## config.mk

```make
export PLATFORM = sky130hd
export DESIGN_NAME = instr_fetch
export DESIGN_NICKNAME = d
export VERILOG_FILES = /design/src/rtl/instr_fetch_pkg.sv /design/src/rtl/fetch_skid.sv /design/src/rtl/instr_fetch.sv
export SDC_FILE = /design/constraint.sdc
export NUM_CORES = 1
export LEC_CHECK = 0
export CAP_MARGIN = 20
export CORE_MARGIN = 3
export CORE_UTILIZATION = 40
export CTS_BUF_LIST = sky130_fd_sc_hd__clkbuf_4
export CTS_CLUSTER_DIAMETER = 80
export DETAILED_ROUTE_END_ITERATION = 10
export HOLD_SLACK_MARGIN = 0.02
export PLACE_DENSITY = 0.7
export SETUP_SLACK_MARGIN = 0.2
export SYNTH_ARGS = -nofsm -noshare
export SYNTH_HDL_FRONTEND = slang
export SYNTH_SLANG_ARGS = --single-unit
```

## constraint.sdc

```tcl
create_clock -name clk -period 6.57 [get_ports clk]
set_input_delay 1.971 -clock clk [delete_from_list [all_inputs] [get_ports clk]]
set_output_delay 1.971 -clock clk [all_outputs]
set_load 0.005 [all_outputs]
```

## src/rtl/instr_fetch_pkg.sv

```systemverilog
// instr_fetch_pkg: shared state encoding and constants for the fetch stage.
package instr_fetch_pkg;
    typedef enum logic [1:0] {IDLE, FETCH, WAIT, HOLD} fetch_state_e;
    localparam logic [31:0] NOP              = 32'h0;
    localparam logic [31:0] DEFAULT_RESET_PC = 32'h0000_0000;
endpackage

```

## src/rtl/fetch_skid.sv

```systemverilog
// fetch_skid: one-entry skid register holding a returned word while IF/ID is stalled.
module fetch_skid
    import instr_fetch_pkg::*;
(
    input  logic        clk,
    input  logic        rst,
    input  logic        load,
    input  logic        clear,
    input  logic [31:0] din,
    output logic        valid,
    output logic [31:0] dout
);
    always_ff @(posedge clk or posedge rst) begin
        if (rst) begin
            valid <= 1'b0;
            dout  <= NOP;
        end else if (clear) begin
            valid <= 1'b0;
            dout  <= NOP;
        end else if (load) begin
            valid <= 1'b1;
            dout  <= din;
        end
    end
endmodule

```

## src/rtl/instr_fetch.sv

```systemverilog
// instr_fetch: PC, single-outstanding request FSM and IF/ID register.
module instr_fetch
    import instr_fetch_pkg::*;
#(
    parameter logic [31:0] RESET_PC = DEFAULT_RESET_PC
) (
    input  logic        clk,
    input  logic        rst,
    input  logic        stall,
    input  logic        redirect_valid,
    input  logic [31:0] redirect_pc,
    output logic        imem_req,
    output logic [31:0] imem_addr,
    input  logic        imem_gnt,
    input  logic        imem_rvalid,
    input  logic [31:0] imem_rdata,
    output logic        if_valid,
    output logic [31:0] if_instr,
    output logic [31:0] if_pc,
    output logic [31:0] if_pc_plus4,
    output logic [5:0]  opcode
);
    fetch_state_e state, state_n;
    logic [31:0] pc, pc_n, load_data, skid_data, target;
    logic        squash, squash_n, load, skid_load, skid_clear, skid_valid, if_free;

    assign target      = {redirect_pc[31:2], 2'b00};
    assign imem_req    = (state == FETCH) && !redirect_valid;
    assign imem_addr   = pc;
    assign if_pc_plus4 = if_pc + 32'd4;
    assign opcode      = if_instr[31:26];
    assign if_free     = !if_valid || !stall;

    always_comb begin
        state_n    = state;
        pc_n       = pc;
        squash_n   = squash;
        load       = 1'b0;
        load_data  = imem_rdata;
        skid_load  = 1'b0;
        skid_clear = redirect_valid;
        case (state)
            IDLE:  state_n = FETCH;
            FETCH: begin
                if (redirect_valid) pc_n = target;
                else if (imem_gnt) state_n = WAIT;
            end
            WAIT: begin
                if (redirect_valid) begin
                    pc_n     = target;
                    squash_n = !imem_rvalid;
                    state_n  = imem_rvalid ? FETCH : WAIT;
                end else if (imem_rvalid) begin
                    // A squashed response or a free IF/ID both free the request slot
                    squash_n  = 1'b0;
                    load      = !squash && if_free;
                    skid_load = !squash && !if_free;
                    pc_n      = load ? pc + 32'd4 : pc;
                    state_n   = skid_load ? HOLD : FETCH;
                end
            end
            HOLD: begin
                if (redirect_valid) begin
                    pc_n    = target;
                    state_n = FETCH;
                end else if (!stall) begin
                    load       = skid_valid;
                    load_data  = skid_data;
                    skid_clear = 1'b1;
                    pc_n       = pc + 32'd4;
                    state_n    = FETCH;
                end
            end
        endcase
    end

    always_ff @(posedge clk or posedge rst) begin
        if (rst) begin
            state  <= IDLE;
            pc     <= RESET_PC;
            squash <= 1'b0;
        end else begin
            state  <= state_n;
            pc     <= pc_n;
            squash <= squash_n;
        end
    end

    always_ff @(posedge clk or posedge rst) begin
        if (rst) begin
            if_valid <= 1'b0;
            if_instr <= NOP;
            if_pc    <= 32'h0;
        end else if (redirect_valid || (!load && if_valid && !stall)) begin
            if_valid <= 1'b0;
            if_instr <= NOP;
        end else if (load) begin
            if_valid <= 1'b1;
            if_instr <= load_data;
            if_pc    <= pc;
        end
    end

    fetch_skid u_skid (
        .clk   (clk),
        .rst   (rst),
        .load  (skid_load),
        .clear (skid_clear),
        .din   (imem_rdata),
        .valid (skid_valid),
        .dout  (skid_data)
    );
endmodule
```

==> metrics.txt <==
crit-path max FO=14; clock buffer depth=2; initial antenna violation count=1; Max VDD drop=220.2 uV; Total GRT Usage=20.80%; cts bufs inserted=17; CP required=4.60 ns; Routed Antenna Nets=0; Worst Hold Class=flip-flop to flip-flop; drt wl/cell=16.58 um; Die H=135.6 um; WL final=18.76 mm; status=finished clean; ys flop type=dfrtp_1; area delta synth->final=36.13%; DRT Pass-1 Iters=5; post-synth design cell area=6723 um^2; Die W=135.6 um; max frequency=186.5 MHz; pin count of the biggest net entering global routing=46; Power Density=365.9 nW/um^2; Vias=5916; register area share after synthesis=48.02%; CTS H-Tree Depth=4; Slew HR=31.68%; total design power=3348 uW; Pins Over Slew Limit=0; clk sinks=129; Syn Area/Cell=9.285 um^2; crit path kind=input pin to output pin; setup repair bufs after CTS=0; vias in the first global route=5623; GP Congestion=0.7982; CP endpoint kind=output pin; Clock Root Buffer=clkbuf_4; GR Overflow Total=0; pre-CTS setup slack=1.211 ns; Cell Rows=46; leakage power=0.003676 uW; Worst-Margin Slew=1.017 ns; core area=16170 um^2; CP Launch Type=input pin; final core utilization=56.58%; final hold vios=0; # DRC=0; EDFF count, synth=0; Worst-path clk slew=0.12 ns; vias per cell=5.231; multi-input logic area=3212 um^2; setup_tns=0 ns; RSZ-0062 raised after global routing=false; first-pass GRT wire length=30.12 mm; clk_lat worst skew=0.55 ns; synth warn=0; Mapped Cells=724; fraction of layout cells with a size suffix above 1=9.409%; post-route setup slack=1.208 ns; Final Skew=0.02431 ns; Unique masters post-synth=56; synthesized flop and latch total=129; fin crit period=5.362 ns; async set-reset flop share out of synthesis=100.0%; FF+latch area=3228 um^2; post-detail-place hpwl=13.19 mm; CTS tree=built; Top Ports=206; Post-CTS Hold Fix Bufs=0; Post-CTS Resized=0; port buffer count=197; fillers=1431; worst path arrival time=3.39 ns; Max Cap Viol=0; final setup violation count=0; nets=977; initial core utilization=41.57%; final worst-path cycle share=81.62%; die area=18400 um^2; initial DRC count=393
[power by group]
| part | total, uW | switching [uW] | internal [uW] |
|---|---|---|---|
| clock network | 579 | 336 | 243 |
| registers | 1320 | 322 | 996 |
| logic | 1450 | 599 | 852 |
[cell families (layout without fill, tap and decap cells)]
family | count (synthesis) | in the layout | share of synthesized area [%]
buf+inv | 73 | 258 | 5.062
xor+xnor | 28 | 28 | 3.648
other cells | 1 | 7 | 0.05578
simple gates | 251 | 251 | 17.07
flops | 129 | 129 | 48.02
compound gates | 177 | 177 | 15.75
mux | 59 | 59 | 9.287
fa+ha+maj | 6 | 6 | 1.117
[placed cells by master (no fill, tap or decap), types with 16 or more instances in the layout]
master	n
o21ai_1	34
o21ai_0	52
xnor2_1	19
mux2i_1	32
nor2_1	38
mux2_2	22
clkbuf_4	18
nand3_1	21
nand2_1	132
a21oi_1	31
nand4_1	16
clkdlybuf4s50_1	197
dfrtp_1	129
[synth_stat cells, types with 16 or more instances]
cell type / number / share of area (%)
xnor2_1: 19 / 2.5
buf_2: 17 / 1.3
a21oi_1: 33 / 2.5
mux2_2: 22 / 3.7
o21ai_1: 34 / 2.5
dfrtp_1: 129 / 48
nand2_1: 132 / 7.4
nand3_1: 21 / 1.6
clkbuf_1: 25 / 1.4
nand4_1: 16 / 1.5
mux2i_1: 32 / 4.8
o21ai_0: 52 / 3.9
nor2_1: 40 / 2.2
[critical path: stages]
cell and delay, ns:
clkdlybuf4s50_1 0.68, nor2b_1 0.22, clkdlybuf4s50_1 0.52
[stage by stage]
step / hold slack [ns] / instances / cell area (um^2)
4_1_cts: 0.4973 / 1130 / 9149
3_3_place_gp: 0.4612 / 1098 / 8846
6_report: 0.4902 / 1131 / 9151
2_1_floorplan: 0.4733 / 729 / 6741
3_5_place_dp: 0.4687 / 1098 / 8846
5_1_grt: 0.5147 / 1131 / 9151
[per-layer routing]
| metal | GRT usage (%) | share of wire (%) | up-vias |
|---|---|---|---|
| li1 | - | - | 2893 |
| met1 | 27.76 | 44 | 2812 |
| met2 | 33.24 | 48 | 187 |
| met3 | 5.423 | 6.1 | 24 |
| met4 | 6.663 | 1.7 | 0 |
| met5 | 0 | 0 | - |
[layout make-up]
class | count | share of cell area, %
flip-flops and latches | 129 | 35.27
clock inverters | 14 | 1.832
multi-input cells | 527 | 35.10
clock buffers | 18 | 1.477
diodes | 1 | 0.02734
well taps | 216 | 2.953
repair buffers | 211 | 22.70
inverters | 15 | 0.6426
[state kept, by name, indices dropped and copies added, names as in the netlist]
| signal | count |
|---|---|
| if_instr | 32 |
| if_valid | 1 |
| u_skid.dout | 32 |
| if_pc | 30 |
| squash | 1 |
| imem_addr | 30 |
| u_skid.valid | 1 |
| state | 2 |
[path summary, 6_finish.rpt]
kind / startpoint / to / slack [ns] / depth (start not counted)
setup / recovery: redirect_valid / imem_req / 1.21 / 3
hold / removal: if_instr[21] / if_instr[21] / 0.49 / 2
hold reg to reg: if_instr[21] / if_instr[21] / 0.49 / 2
max in group asynchronous: rst / state[0] / 3.75 / 3
setup reg to reg: state[0] / imem_addr[7] / 3.89 / 8
min in group asynchronous: rst / if_pc[7] / 1.82 / 2
Note: power is estimated with default switching activity, not from simulation.
